File: config.mk
export PLATFORM = sky130hd
export DESIGN_NAME = dual_port_memory
export DESIGN_NICKNAME = d
export VERILOG_FILES = /design/src/rtl/dual_port_memory_pkg.sv /design/src/rtl/dual_port_memory_clear.sv /design/src/rtl/dual_port_memory.sv
export SDC_FILE = /design/constraint.sdc
export NUM_CORES = 2
export LEC_CHECK = 0
export CORE_ASPECT_RATIO = 1.2
export CORE_MARGIN = 1.5
export CORE_UTILIZATION = 64
export DETAILED_ROUTE_END_ITERATION = 10
export MAX_ROUTING_LAYER = met4
export PLACE_DENSITY = 0.83
export REMOVE_ABC_BUFFERS = 1
export SLEW_MARGIN = 20
export SYNTH_ARGS = -nofsm -noshare
export SYNTH_HDL_FRONTEND = slang
export SYNTH_SLANG_ARGS = --single-unit
File: constraint.sdc
create_clock -name clk -period 4.3 [get_ports clk]
set_input_delay 0.86 -clock clk [delete_from_list [all_inputs] [get_ports clk]]
set_output_delay 0.86 -clock clk [all_outputs]
set_load 0.005 [all_outputs]
File: src/rtl/dual_port_memory_pkg.sv
// Shared types and helpers for the dual-port memory: clear-sequencer state
// encoding, read-during-write mode constants and the lane-count helper.
package dual_port_memory_pkg;

    // Clear sequencer states: sweeping the array, or open for port traffic.
    typedef enum logic {
        CLEAR = 1'b0,
        READY = 1'b1
    } clear_state_e;

    // Values accepted by the READ_FIRST parameter.
    localparam int READ_MODE_WRITE_FIRST = 0;
    localparam int READ_MODE_READ_FIRST  = 1;

    // Number of independently writable lanes in one word.
    function automatic int lane_count(input int data_width, input int lane_width);
        return data_width / lane_width;
    endfunction

endpackage

File: src/rtl/dual_port_memory_clear.sv
// Post-reset clear sequencer: walks every address once, emitting a write
// strobe and address for the array, and flags busy until the walk completes.
module dual_port_memory_clear
    import dual_port_memory_pkg::*;
#(
    parameter int ADDR_WIDTH     = 6,
    parameter int CLEAR_ON_RESET = 1
) (
    input  logic                  clk,
    input  logic                  rst,
    output logic                  busy_o,
    output logic [ADDR_WIDTH-1:0] clr_addr_o,
    output logic                  clr_we_o
);

    localparam logic [ADDR_WIDTH-1:0] LAST_ADDR = '1;

    clear_state_e          state_q, state_d;
    logic [ADDR_WIDTH-1:0] cnt_q, cnt_d;

    // Next state: advance the sweep counter, leave CLEAR after the last address.
    always_comb begin
        state_d = state_q;
        cnt_d   = cnt_q;
        if (state_q == CLEAR) begin
            cnt_d = cnt_q + 1'b1;
            if (cnt_q == LAST_ADDR) begin
                state_d = READY;
            end
        end
    end

    // State register; reset restarts the sweep from address 0 (or skips it).
    always_ff @(posedge clk) begin
        if (rst) begin
            state_q <= (CLEAR_ON_RESET != 0) ? CLEAR : READY;
            cnt_q   <= '0;
        end else begin
            state_q <= state_d;
            cnt_q   <= cnt_d;
        end
    end

    // Busy covers the reset cycles themselves so ports are locked out at once.
    assign busy_o     = rst | (state_q == CLEAR);
    assign clr_we_o   = (state_q == CLEAR) & ~rst;
    assign clr_addr_o = cnt_q;

endmodule

File: src/rtl/dual_port_memory.sv
// True dual-port synchronous RAM with per-lane write masks, selectable
// read-during-write behaviour, deterministic collision merging and a
// post-reset clear sweep.
// Optional build macro DPRAM_OUT_REG_EN adds an output register per port
// (read latency 2 instead of 1).
module dual_port_memory
    import dual_port_memory_pkg::*;
#(
    parameter int                  DATA_WIDTH     = 14,
    parameter int                  ADDR_WIDTH     = 6,
    parameter int                  LANE_WIDTH     = 7,
    parameter int                  READ_FIRST     = 0,
    parameter int                  PORT_A_WINS    = 1,
    parameter int                  CLEAR_ON_RESET = 1,
    parameter logic [DATA_WIDTH-1:0] CLEAR_VALUE  = '0
) (
    input  logic                               clk,
    input  logic                               rst,
    input  logic [ADDR_WIDTH-1:0]              port1_addr,
    input  logic [ADDR_WIDTH-1:0]              port2_addr,
    input  logic [DATA_WIDTH-1:0]              port1_data_in,
    input  logic [DATA_WIDTH-1:0]              port2_data_in,
    input  logic                               port1_write_en,
    input  logic                               port2_write_en,
    input  logic [DATA_WIDTH/LANE_WIDTH-1:0]   port1_lane_en,
    input  logic [DATA_WIDTH/LANE_WIDTH-1:0]   port2_lane_en,
    output logic [DATA_WIDTH-1:0]              port1_data_out,
    output logic [DATA_WIDTH-1:0]              port2_data_out,
    output logic                               busy,
    output logic                               collision,
    output logic [ADDR_WIDTH-1:0]              collision_addr
);

    localparam int LANES = lane_count(DATA_WIDTH, LANE_WIDTH);
    localparam int DEPTH = 1 << ADDR_WIDTH;

    logic [DATA_WIDTH-1:0] mem [DEPTH];

    logic                  clr_we;
    logic [ADDR_WIDTH-1:0] clr_addr;
    logic                  we1_eff, we2_eff, same_addr, col_d;
    logic [DATA_WIDTH-1:0] old1, old2, merged1, merged2;
    logic [DATA_WIDTH-1:0] rd1_q, rd2_q;
    logic                  collision_q;
    logic [ADDR_WIDTH-1:0] collision_addr_q;

    dual_port_memory_clear #(
        .ADDR_WIDTH     (ADDR_WIDTH),
        .CLEAR_ON_RESET (CLEAR_ON_RESET)
    ) u_clear (
        .clk        (clk),
        .rst        (rst),
        .busy_o     (busy),
        .clr_addr_o (clr_addr),
        .clr_we_o   (clr_we)
    );

    // Port writes are dropped entirely while the sweep owns the array.
    assign we1_eff   = port1_write_en & ~busy;
    assign we2_eff   = port2_write_en & ~busy;
    assign same_addr = (port1_addr == port2_addr);
    assign col_d     = we1_eff & we2_eff & same_addr & (|(port1_lane_en & port2_lane_en));

    assign old1 = mem[port1_addr];
    assign old2 = mem[port2_addr];

    // Post-write word seen at each port's address. When both ports hit the
    // same address the two merges are identical, so the two array writes
    // below never disagree.
    genvar gi;
    generate
        for (gi = 0; gi < LANES; gi++) begin : g_lane
            localparam int LO = gi * LANE_WIDTH;
            logic a_on1, b_on1, a_on2, b_on2;
            logic [LANE_WIDTH-1:0] d1, d2, win;

            assign d1    = port1_data_in[LO +: LANE_WIDTH];
            assign d2    = port2_data_in[LO +: LANE_WIDTH];
            assign win   = (PORT_A_WINS != 0) ? d1 : d2;
            assign a_on1 = we1_eff & port1_lane_en[gi];
            assign b_on1 = we2_eff & port2_lane_en[gi] & same_addr;
            assign a_on2 = we1_eff & port1_lane_en[gi] & same_addr;
            assign b_on2 = we2_eff & port2_lane_en[gi];

            assign merged1[LO +: LANE_WIDTH] = (a_on1 & b_on1) ? win :
                                               a_on1 ? d1 :
                                               b_on1 ? d2 : old1[LO +: LANE_WIDTH];
            assign merged2[LO +: LANE_WIDTH] = (a_on2 & b_on2) ? win :
                                               a_on2 ? d1 :
                                               b_on2 ? d2 : old2[LO +: LANE_WIDTH];
        end
    endgenerate

    // Array update: sweep write, or the merged words from either port.
    always_ff @(posedge clk) begin
        if (clr_we) begin
            mem[clr_addr] <= CLEAR_VALUE;
        end
        if (we1_eff) begin
            mem[port1_addr] <= merged1;
        end
        if (we2_eff) begin
            mem[port2_addr] <= merged2;
        end
    end

    // Read registers: old contents in read-first mode, post-write otherwise.
    always_ff @(posedge clk) begin
        if (busy) begin
            rd1_q <= '0;
            rd2_q <= '0;
        end else if (READ_FIRST == READ_MODE_READ_FIRST) begin
            rd1_q <= old1;
            rd2_q <= old2;
        end else begin
            rd1_q <= merged1;
            rd2_q <= merged2;
        end
    end

    // Collision pulse and sticky address of the most recent collision.
    always_ff @(posedge clk) begin
        if (rst) begin
            collision_q      <= 1'b0;
            collision_addr_q <= '0;
        end else begin
            collision_q <= col_d;
            if (col_d) begin
                collision_addr_q <= port1_addr;
            end
        end
    end

    assign collision      = collision_q;
    assign collision_addr = collision_addr_q;

`ifdef DPRAM_OUT_REG_EN
    logic [DATA_WIDTH-1:0] out1_q, out2_q;

    // Extra output stage, also forced to zero during the sweep.
    always_ff @(posedge clk) begin
        if (busy) begin
            out1_q <= '0;
            out2_q <= '0;
        end else begin
            out1_q <= rd1_q;
            out2_q <= rd2_q;
        end
    end

    assign port1_data_out = out1_q;
    assign port2_data_out = out2_q;
`else
    assign port1_data_out = rd1_q;
    assign port2_data_out = rd2_q;
`endif

endmodule

==> impl_metrics.toml <==
[run_status]
status = "complete, but fails checks"
violations = "setup timing"

[floorplan]
num_io_pins = 84
die_h_um = 323
chipWidth_um = 269
core_sq_mm = 0.0846
rows = 117
dieArea_sq_mm = 0.0869
initial_utilization = 0.644

[layout]
area_growth_pct = 16.6
final_util = 0.751
finalNetCount = 4720
drive_gt1_frac = 0.235
design_area_sq_mm = 0.0635
fillers = 5383

[yosys]
synthCells = 4446
synth-seq-cells = 938
synth_edf_count = 896
ys.flop_type = "edfxtp_1"
yosysMostFrequentCell = "edfxtp_1"
synth.top_cell.area_share = 0.494
ys_types = 78
netlist_area_sq_mm = 0.0545
synth_top_cells_by_area = "edfxtp_1, mux2i_1, mux4_2, a22oi_1, a21oi_1"
netlist_top_cells_count = "edfxtp_1, mux2i_1, nand2_1"
synth.avg_cell_area_sq_um = 12.2
yosysWarnings = 0
synth_async_sr_flop_share = 0
ys_seq_area_frac = 0.509
yosys.area.top_type = "edfxtp_1"

[grt]
grt_pass1_vias = 46300
grt_max_degree = 65
antenna_found_initial = 29
grt_pass1_wl_um = 358000
grt_use_total = 0.615
grt.overflow.total = 0

[timing]
hold_viol_final = 0
post-route-min-period_ns = 4.50
clock-skew-final_ns = 0.0417
setup_violations = 64
setup_ws_ns = -0.197
final_max_slew_viol_count = 0
rsz0062_at_grt = "false"
worst_slew_pin_slew_ns = 1.13
period_share = 1.05
relSlewSlack = 0.238
clock.fmax_mhz = 222

[clock_network]
worst_skew_pair.late_latency_ns = 0.72
cts_root_buf = "clkbuf_16"
clk_pin_slew_worst_paths_ns = 0.06
cts_sinks = 938
clock_path_buffers = 3
h-tree-depth = 3
numCtsBuffers = 94
cts_hold_buf = 0
cts_tree = "built"
ctsResizeCount = 0
cts_setup_buffers = 0

[worst_setup_path]
slowest_delay_ns = 1.05
crit_required_ns = 4.71
cp_num_cells = 12
setup.worst_path.start = "port2_addr[0]"
worst_setup_path_start_kind = "input port"
cp_max_fo = 48
arrival_ns = 4.91
r2r-start = "mem[63][8]"
endpoint = "mem[31][8]"
cp_num_buf_inv = 5
reg2reg_depth = 8
reg2reg_slack_ns = 0.61
path_common_cell = "buf_4"
cp_cell_sequence = "buf_4 > nor3b_4 > buf_12 > buf_4 > a22oi_1 > a41oi_1 > nor4_1 > buf_4 > nand4_1 > o211ai_1 > buf_12 > o21ai_0"
timing.rr.end = "mem[31][8]"
path_delay_family = "buffers and inverters"
endpoint_kind = "flip-flop"
path_class = "input port to flip-flop"
slowest_stage = "nor4_1"

[detailed_routing]
first_pass_iters = 8
drcViolationCount = 0
avgRoutedWirePerCell_um = 44.2
drtIter0Drc = 12100
vias_per_cell = 8.25
final_antenna_net_count = 0
routed_wl_um = 261000
vias = 48700

[pwr]
leakagePower_nw = 26.2
vdd_ir_drop_max_uv = 391
total_power_mw = 20.7
power_density_mw_per_mm2 = 326

[place]
port_buffers = 83
place_congestion = 1.17
hpwlAfterDp_um = 176000
postPlaceCellArea_sq_mm = 0.0604
pre_cts_ws_ns = -0.490

[hold_path]
hold_path.class = "flip-flop to flip-flop"

[flow_run]
cap_violations = 0
-- worst min-delay path, stage by stage, from the launching register on --
cell,delay [ns]
dfxtp_1,0.33
mux2i_1,0.07
nor2_1,0.07
-- logic make-up after synthesis --
kind of cell	synth area share
xor+xnor	0.00209
mux	0.219
simple gates	0.0647
fa+ha+maj	0.000230
flops	0.509
buf+inv	0.0551
compound gates	0.150
-- per-layer routing --
| metal | share of wire | GRT usage | vias to the layer above |
|---|---|---|---|
| met5 | 0 | - | - |
| met3 | 0.19 | 0.275 | 1848 |
| met4 | 0.12 | 0.519 | 0 |
| met1 | 0.29 | 0.700 | 22900 |
| li1 | - | - | 18000 |
| met2 | 0.40 | 0.824 | 5989 |
-- cell type report --
| type | count | area, sq um | share of cell area |
|---|---|---|---|
| antenna | 30 | 75.1 | 0.00118 |
| clock buffer | 121 | 2580 | 0.0406 |
| clock inverter | 51 | 485 | 0.00764 |
| inverter | 11 | 41.3 | 0.000650 |
| multi-input combinational | 2923 | 24000 | 0.378 |
| sequential | 938 | 27700 | 0.437 |
| tap | 1130 | 1410 | 0.0223 |
| timing repair buffer | 703 | 7180 | 0.113 |
-- cells in the final DEF (no fill, tap or decap), types with 11 or more instances in the layout --
master | netlist | routed
nand2b_1 | 22 | 22
o22ai_1 | 81 | 81
nand4_1 | 31 | 31
mux2_2 | 69 | 69
nor2b_1 | 20 | 15
a21oi_1 | 320 | 319
diode_2 | 0 | 30
edfxtp_1 | 896 | 896
clkinv_1 | 2 | 16
nor2_1 | 82 | 81
clkbuf_1 | 254 | 19
clkbuf_16 | 0 | 98
a221oi_1 | 42 | 42
buf_12 | 0 | 135
buf_4 | 62 | 488
clkdlybuf4s50_1 | 0 | 76
o21ai_1 | 16 | 76
nor3_1 | 15 | 14
mux4_2 | 225 | 225
clkinv_2 | 0 | 17
o21ai_0 | 285 | 220
nand3_1 | 43 | 41
a2111oi_0 | 13 | 13
a22o_1 | 12 | 12
nand2_1 | 402 | 402
a22oi_1 | 345 | 344
mux2i_1 | 605 | 604
and3_1 | 31 | 30
a31oi_1 | 29 | 28
dfxtp_1 | 42 | 42
o211ai_1 | 16 | 16
and4b_1 | 11 | 11
a41oi_1 | 36 | 36
-- sequential cells by signal, summed over array words and instances (netlist names) --
name	count
mem	896
port1_data_out	14
port2_data_out	14
collision_addr	6
u_clear.clr_addr_o	6
collision	1
u_clear.state_q	1
-- where the power goes --
group / leakage, nW / internal (mW) / switching (mW) / total, mW
clock: 1.50 / 4.63 / 3.79 / 8.41
combinational: 14.7 / 0.773 / 1.59 / 2.36
sequential: 10.0 / 9.88 / 0.0231 / 9.90
-- stage by stage --
step / TNS [ns] / hold slack, ns / std cells
floorplan: -3260.18 / 0.485 / 3872
global placement: -46.42 / 0.475 / 5705
detailed placement: -51.29 / 0.484 / 5705
CTS: 0 / 0.504 / 5877
global route: 0 / 0.531 / 5903
finish: -7.10 / 0.504 / 5907
-- how the worst min path moves through the flow --
stage                                  from                 to  slack (ns)  depth (start not counted)
final                     collision_addr[1]  collision_addr[1]        0.50                          2
after global routing      collision_addr[3]  collision_addr[3]        0.53                          2
after CTS                 collision_addr[1]  collision_addr[1]        0.50                          2
after detailed placement  collision_addr[3]  collision_addr[3]        0.48                          2
after global placement    collision_addr[1]  collision_addr[1]        0.48                          2
after floorplan           collision_addr[0]  collision_addr[0]        0.49                          2
(Power assumes the default switching activity.)
